### src/rtl/dmem_arb_pkg.sv
`default_nettype none
// ============================================================================
// Module  : dmem_arb_pkg
// Brief   : Shared types and constants for the two-port data-memory arbiter.
// Revision: 1.0 - initial release
// ============================================================================
package dmem_arb_pkg;

    localparam int C_DATA_WIDTH = 32;
    localparam int C_ADDR_WIDTH = 7;

    localparam logic C_PORT0 = 1'b0;
    localparam logic C_PORT1 = 1'b1;

    typedef enum logic [1:0] {
        ST_IDLE = 2'd0,
        ST_OWN0 = 2'd1,
        ST_OWN1 = 2'd2
    } state_t;

endpackage : dmem_arb_pkg
`default_nettype wire

### src/rtl/dmem_arb_if.sv
`default_nettype none
// ============================================================================
// Module  : dmem_arb_if
// Brief   : Requester ports and memory port of the data-memory arbiter.
// Revision: 1.0 - initial release
// ============================================================================
interface dmem_arb_if #(
    parameter int DATA_WIDTH = 32,
    parameter int ADDR_WIDTH = 7
);
    logic                  i_req0;
    logic                  i_req1;
    logic                  i_wr0;
    logic                  i_wr1;
    logic                  i_lock0;
    logic                  i_lock1;
    logic [ADDR_WIDTH-1:0] i_addr0;
    logic [ADDR_WIDTH-1:0] i_addr1;
    logic [DATA_WIDTH-1:0] i_wdata0;
    logic [DATA_WIDTH-1:0] i_wdata1;
    logic                  o_gnt0;
    logic                  o_gnt1;
    logic                  o_rvalid0;
    logic                  o_rvalid1;
    logic [DATA_WIDTH-1:0] o_rdata0;
    logic [DATA_WIDTH-1:0] o_rdata1;
    logic [DATA_WIDTH-1:0] o_mem_addr;
    logic [DATA_WIDTH-1:0] o_mem_wdata;
    logic                  o_mem_wr;
    logic [DATA_WIDTH-1:0] i_mem_rdata;

    // Arbiter side
    modport slave (
        input  i_req0, i_req1, i_wr0, i_wr1, i_lock0, i_lock1,
        input  i_addr0, i_addr1, i_wdata0, i_wdata1, i_mem_rdata,
        output o_gnt0, o_gnt1, o_rvalid0, o_rvalid1, o_rdata0, o_rdata1,
        output o_mem_addr, o_mem_wdata, o_mem_wr
    );

    // Requesters plus memory side
    modport master (
        output i_req0, i_req1, i_wr0, i_wr1, i_lock0, i_lock1,
        output i_addr0, i_addr1, i_wdata0, i_wdata1, i_mem_rdata,
        input  o_gnt0, o_gnt1, o_rvalid0, o_rvalid1, o_rdata0, o_rdata1,
        input  o_mem_addr, o_mem_wdata, o_mem_wr
    );
endinterface : dmem_arb_if
`default_nettype wire

### src/rtl/dmem_arb_pick.sv
`default_nettype none
// ============================================================================
// Module  : dmem_arb_pick
// Brief   : Combinational next-owner selection. DMEM_ARB_RR_EN selects
//           round-robin conflict resolution, otherwise port 0 has priority.
// Revision: 1.0 - initial release
// ============================================================================
module dmem_arb_pick
    import dmem_arb_pkg::*;
(
    input  state_t i_state,
    input  logic   i_req0,
    input  logic   i_req1,
    input  logic   i_lock0,
    input  logic   i_lock1,
    input  logic   i_last,   // port served most recently, including this cycle
    output state_t o_next
);

`ifndef DMEM_ARB_RR_EN
    logic w_unused_last;
    assign w_unused_last = i_last;
`endif

    always_comb begin
        o_next = ST_IDLE;
        if (i_state == ST_OWN0 && i_lock0 && i_req0) begin
            o_next = ST_OWN0;
        end else if (i_state == ST_OWN1 && i_lock1 && i_req1) begin
            o_next = ST_OWN1;
        end else if (i_req0 && i_req1) begin
`ifdef DMEM_ARB_RR_EN
            o_next = (i_last == C_PORT1) ? ST_OWN0 : ST_OWN1;
`else
            o_next = ST_OWN0;
`endif
        end else if (i_req0) begin
            o_next = ST_OWN0;
        end else if (i_req1) begin
            o_next = ST_OWN1;
        end
    end

endmodule : dmem_arb_pick
`default_nettype wire

### src/rtl/dmem_arbiter.sv
`default_nettype none
// ============================================================================
// Module  : dmem_arbiter
// Brief   : Two-port arbiter/sequencer for a single-port data memory with
//           registered read return. DMEM_ARB_RR_EN enables round-robin.
// Revision: 1.0 - initial release
// ============================================================================
module dmem_arbiter
    import dmem_arb_pkg::*;
#(
    parameter int DATA_WIDTH = C_DATA_WIDTH,
    parameter int ADDR_WIDTH = C_ADDR_WIDTH
) (
    input  logic       i_clk,
    input  logic       i_rst,
    dmem_arb_if.slave  bus
);

    state_t                state_q, state_d;
    logic                  last_q, last_d;
    logic                  rvalid0_q, rvalid1_q;
    logic [DATA_WIDTH-1:0] rdata0_q, rdata1_q;

    logic                  w_gnt0, w_gnt1;
    logic                  w_rd0, w_rd1;

    assign w_gnt0 = (state_q == ST_OWN0) && bus.i_req0;
    assign w_gnt1 = (state_q == ST_OWN1) && bus.i_req1;
    assign w_rd0  = w_gnt0 && !bus.i_wr0;
    assign w_rd1  = w_gnt1 && !bus.i_wr1;

    // The transfer happening now counts as the last one served, so streaming
    // requesters alternate without a repeated grant.
    assign last_d = w_gnt1 ? C_PORT1 : (w_gnt0 ? C_PORT0 : last_q);

    dmem_arb_pick u_pick (
        .i_state (state_q),
        .i_req0  (bus.i_req0),
        .i_req1  (bus.i_req1),
        .i_lock0 (bus.i_lock0),
        .i_lock1 (bus.i_lock1),
        .i_last  (last_d),
        .o_next  (state_d)
    );

    always_ff @(posedge i_clk or posedge i_rst) begin
        if (i_rst) begin
            state_q <= ST_IDLE;
            last_q  <= C_PORT1;
        end else begin
            state_q <= state_d;
            last_q  <= last_d;
        end
    end

    always_ff @(posedge i_clk or posedge i_rst) begin
        if (i_rst) begin
            rvalid0_q <= 1'b0;
            rvalid1_q <= 1'b0;
            rdata0_q  <= '0;
            rdata1_q  <= '0;
        end else begin
            rvalid0_q <= w_rd0;
            rvalid1_q <= w_rd1;
            if (w_rd0) rdata0_q <= bus.i_mem_rdata;
            if (w_rd1) rdata1_q <= bus.i_mem_rdata;
        end
    end

    always_comb begin
        bus.o_gnt0      = w_gnt0;
        bus.o_gnt1      = w_gnt1;
        bus.o_rvalid0   = rvalid0_q;
        bus.o_rvalid1   = rvalid1_q;
        bus.o_rdata0    = rdata0_q;
        bus.o_rdata1    = rdata1_q;
        bus.o_mem_addr  = '0;
        bus.o_mem_wdata = '0;
        bus.o_mem_wr    = 1'b0;
        if (w_gnt0) begin
            bus.o_mem_addr  = {{(DATA_WIDTH-ADDR_WIDTH){1'b0}}, bus.i_addr0};
            bus.o_mem_wdata = bus.i_wdata0;
            bus.o_mem_wr    = bus.i_wr0;
        end else if (w_gnt1) begin
            bus.o_mem_addr  = {{(DATA_WIDTH-ADDR_WIDTH){1'b0}}, bus.i_addr1};
            bus.o_mem_wdata = bus.i_wdata1;
            bus.o_mem_wr    = bus.i_wr1;
        end
    end

endmodule : dmem_arbiter
`default_nettype wire

### src/flat_wrapper.sv
// flat-port wrapper written by rule: the top's interface ports become plain ports
module dmem_arbiter_flat import dmem_arb_pkg::*;
#(
    parameter int DATA_WIDTH = C_DATA_WIDTH,
    parameter int ADDR_WIDTH = C_ADDR_WIDTH
)
  (i_clk, i_rst, bus_i_req0, bus_i_req1, bus_i_wr0, bus_i_wr1, bus_i_lock0, bus_i_lock1, bus_i_addr0, bus_i_addr1, bus_i_wdata0, bus_i_wdata1, bus_i_mem_rdata, bus_o_gnt0, bus_o_gnt1, bus_o_rvalid0, bus_o_rvalid1, bus_o_rdata0, bus_o_rdata1, bus_o_mem_addr, bus_o_mem_wdata, bus_o_mem_wr);
  dmem_arb_if #(.DATA_WIDTH(DATA_WIDTH), .ADDR_WIDTH(ADDR_WIDTH)) bus_i ();
  input  logic i_clk;
  input  logic i_rst;
  input wire logic [$bits(bus_i.i_req0)-1:0] bus_i_req0;
  input wire logic [$bits(bus_i.i_req1)-1:0] bus_i_req1;
  input wire logic [$bits(bus_i.i_wr0)-1:0] bus_i_wr0;
  input wire logic [$bits(bus_i.i_wr1)-1:0] bus_i_wr1;
  input wire logic [$bits(bus_i.i_lock0)-1:0] bus_i_lock0;
  input wire logic [$bits(bus_i.i_lock1)-1:0] bus_i_lock1;
  input wire logic [$bits(bus_i.i_addr0)-1:0] bus_i_addr0;
  input wire logic [$bits(bus_i.i_addr1)-1:0] bus_i_addr1;
  input wire logic [$bits(bus_i.i_wdata0)-1:0] bus_i_wdata0;
  input wire logic [$bits(bus_i.i_wdata1)-1:0] bus_i_wdata1;
  input wire logic [$bits(bus_i.i_mem_rdata)-1:0] bus_i_mem_rdata;
  output wire logic [$bits(bus_i.o_gnt0)-1:0] bus_o_gnt0;
  output wire logic [$bits(bus_i.o_gnt1)-1:0] bus_o_gnt1;
  output wire logic [$bits(bus_i.o_rvalid0)-1:0] bus_o_rvalid0;
  output wire logic [$bits(bus_i.o_rvalid1)-1:0] bus_o_rvalid1;
  output wire logic [$bits(bus_i.o_rdata0)-1:0] bus_o_rdata0;
  output wire logic [$bits(bus_i.o_rdata1)-1:0] bus_o_rdata1;
  output wire logic [$bits(bus_i.o_mem_addr)-1:0] bus_o_mem_addr;
  output wire logic [$bits(bus_i.o_mem_wdata)-1:0] bus_o_mem_wdata;
  output wire logic [$bits(bus_i.o_mem_wr)-1:0] bus_o_mem_wr;
  assign bus_i.i_req0 = bus_i_req0;
  assign bus_i.i_req1 = bus_i_req1;
  assign bus_i.i_wr0 = bus_i_wr0;
  assign bus_i.i_wr1 = bus_i_wr1;
  assign bus_i.i_lock0 = bus_i_lock0;
  assign bus_i.i_lock1 = bus_i_lock1;
  assign bus_i.i_addr0 = bus_i_addr0;
  assign bus_i.i_addr1 = bus_i_addr1;
  assign bus_i.i_wdata0 = bus_i_wdata0;
  assign bus_i.i_wdata1 = bus_i_wdata1;
  assign bus_i.i_mem_rdata = bus_i_mem_rdata;
  assign bus_o_gnt0 = bus_i.o_gnt0;
  assign bus_o_gnt1 = bus_i.o_gnt1;
  assign bus_o_rvalid0 = bus_i.o_rvalid0;
  assign bus_o_rvalid1 = bus_i.o_rvalid1;
  assign bus_o_rdata0 = bus_i.o_rdata0;
  assign bus_o_rdata1 = bus_i.o_rdata1;
  assign bus_o_mem_addr = bus_i.o_mem_addr;
  assign bus_o_mem_wdata = bus_i.o_mem_wdata;
  assign bus_o_mem_wr = bus_i.o_mem_wr;
  dmem_arbiter #(.DATA_WIDTH(DATA_WIDTH), .ADDR_WIDTH(ADDR_WIDTH)) u_core (.i_clk(i_clk), .i_rst(i_rst), .bus(bus_i));
endmodule
### config.mk
export PLATFORM = sky130hd
export DESIGN_NAME = dmem_arbiter_flat
export DESIGN_NICKNAME = d
export VERILOG_FILES = /design/src/rtl/dmem_arb_pkg.sv /design/src/rtl/dmem_arb_if.sv /design/src/rtl/dmem_arb_pick.sv /design/src/rtl/dmem_arbiter.sv /design/src/flat_wrapper.sv
export SDC_FILE = /design/constraint.sdc
export NUM_CORES = 1
export LEC_CHECK = 0
export BUFFER_PORTS_ARGS = -buffer_cell sky130_fd_sc_hd__buf_4
export CAP_MARGIN = 20
export CELL_PAD_IN_SITES_DETAIL_PLACEMENT = 1
export CELL_PAD_IN_SITES_GLOBAL_PLACEMENT = 1
export CORE_MARGIN = 3
export CORE_UTILIZATION = 33
export DETAILED_ROUTE_END_ITERATION = 12
export PLACE_DENSITY = 0.95
export RECOVER_POWER = 100
export SETUP_SLACK_MARGIN = 0.02
export SLEW_MARGIN = 20
export SYNTH_ARGS = -nofsm -noshare
export SYNTH_HDL_FRONTEND = slang
export SYNTH_HIERARCHICAL = 1
export SYNTH_SLANG_ARGS = --single-unit
### constraint.sdc
create_clock -name i_clk -period 4.7 [get_ports i_clk]
set_input_delay 0.94 -clock i_clk [delete_from_list [all_inputs] [get_ports i_clk]]
set_output_delay 0.94 -clock i_clk [all_outputs]
set_load 0.05 [all_outputs]
==> flow_summary.yaml <==
clock_tree:
  max-clock-path-buffers: 2
  cts_tree: "built"
  numClockSinks: 68
  cts_resized: 0
  clkLatencyLatePin_ps: 330
  numCtsBuffers: 9
  cts.htree.levels: 3
  hold_buffers: 0
  clk_pin_slew_ps: 60
  post_cts_buffers: 0
  ctsRootBufferMaster: "clkbuf_16"
global_routing:
  grt_pass1_vias: 3537
  track_usage_pct: 20.9
  grt_first_pass_wirelength_um: 20600
  antenna_found_initial: 0
  grt_overflow: 0
  grt_max_degree: 56
flow_run:
  maxCapViolCount: 1
power:
  intPower_w: 0.00145
  p_comb_share_pct: 39.6
  p_clk_share_pct: 29.1
  p_switching_w: 0.00114
  swShare_pct: 44.0
  powerDensity_mw_per_mm2: 514
  p_leak_nw: 2.27
  peakVddDrop_mv: 0.376
  power_frac_seq_pct: 31.3
route:
  detail-route-antenna-nets: 0
  post_drt_wl_per_cell_um: 19.8
  firstDrtPassIters: 5
  drtIter0Drc: 165
  vias: 3232
  wl_met1_um: 5080
  drt-total-wl_um: 13300
  top_layer: "met4"
  drc: 0
  drt-vias-per-instance: 4.80
  wl_met3_um: 1210
  wl_met2_um: 6820
timing:
  final_hold_viol_count: 0
  fmax_mhz: 272
  period_needed_ps: 3680
  clock_skew_ps: 6.11
  worstMarginPinSlew_ps: 2060
  slew_headroom_pct: -37.2
  rsz0062_at_grt: "no"
  fin_setup_tns_ps: 0
  setup_viol: 0
  fin_crit_sh_pct: 78.3
  fin_ws_ps: 1020
  drv_slew: 34
final_layout:
  antenna_cells: 0
  layout-drive-gt1-share_pct: 27.7
  instances_no_fill: 674
  mostFrequentLayoutCell: "buf_4"
  finish.net_count: 647
  area_delta_synth_final_pct: 34.8
  final_util_pct: 46.0
  layout_common_cells: "buf_4, clkbuf_1, dfrtp_1"
synth:
  avgSynthCellArea_um2: 11.6
  ys_warn_count: 6
  synthCells: 321
  synth_area_mm2: 0.00373
run_status:
  status: "finished with violations"
  violations: "max-capacitance violations, max-slew violations"
critical_path:
  critPathMaxFanout: 55
  rr_startpoint: "u_core/state_q[0]"
  setup.worst_path.end_class: "primary output"
  cp-start-kind: "register"
  r2r_slack_ps: 1640
  cp.required_ps: 3760
  worst_ep_arrival_time_ps: 2740
  worstRegToRegCells: 3
  crit_type: "register to primary output"
  r2r-end: "u_core/bus.o_rdata0[30]"
floorplan:
  num_io_pins: 251
  dieArea_mm2: 0.0126
  die_x_um: 112
  core_area_mm2: 0.0109
  fp.dieH_um: 112
  start_util_pct: 34.2
  rows: 38
hold_path:
  whs_path_depth: 1
  hp-start: "u_core/bus.o_rdata0[9]"
  holdPathEnd: "u_core/bus.o_rdata0[9]"
  hold_class: "register to register"
placed_design:
  hpwl_um: 10000
  place_ws_ps: 1600
  dp_cells: 658
  place.gp.congestion: 0.837
  port_buffers: 224
-- metal layers --
metal	GRT usage, %	vias up
met4	5.85	0
met1	23.9	1551
met5	0	-
li1	-	1497
met2	36.9	171
met3	7.55	13
-- final cells by class --
cell class | instances | area, um^2
Fill cell | 1352 | 5900
Sequential cell | 68 | 1700
Multi-Input combinational cell | 217 | 1490
Timing Repair Buffer | 230 | 1320
Clock buffer | 13 | 270
Tap cell | 140 | 175
Clock inverter | 3 | 67.6
Inverter | 3 | 11.3
-- worst max-delay path by stage --
stage | from | end | slack (ps) | depth (start not counted)
after floorplan | bus_i_req1 | bus_o_mem_addr[0] | 1530 | 4
after global placement | bus_i_req1 | u_core/bus.o_rdata1[24] | 1660 | 4
after detailed placement | bus_i_req1 | u_core/bus.o_rdata1[8] | 1600 | 4
after CTS | u_core/state_q[0] | bus_o_mem_wdata[20] | 1650 | 4
after global routing | u_core/state_q[0] | bus_o_mem_wdata[20] | 810 | 4
final | u_core/state_q[0] | bus_o_mem_wdata[20] | 1020 | 4
-- flip-flops by register name, indices dropped and copies added (netlist names) --
signal / cells
u_core/bus.o_rdata0: 32
u_core/bus.o_rdata1: 32
u_core/bus.o_rvalid0: 1
u_core/bus.o_rvalid1: 1
u_core/state_q: 2
-- through the flow --
step	hold slack [ps]	cell area [um^2]	power, W
finish	485	5030	0.00259
detailed placement	497	5320	0.00207
global placement	493	5320	0.00202
CTS	513	5660	0.00285
global route	512	5030	0.00269
floorplan	537	3820	0.00167
-- critical path: stages (launching register included) --
cell and delay, ps:
dfrtp_2 670, clkbuf_2 800, nand2_1 180, o22ai_1 230, clkbuf_1 510
-- power groups by stage --
stage / Combinational (W) / Clock, W / Sequential (W)
floorplan: 0.000396 / 0 / 0.00127
finish: 0.00102 / 0.000753 / 0.000809
detailed placement: 0.00125 / 0 / 0.000823
global placement: 0.00122 / 0 / 0.000802
CTS: 0.00126 / 0.000766 / 0.000822
global route: 0.00107 / 0.000802 / 0.000824
Power figures use the tool's default switching activity.
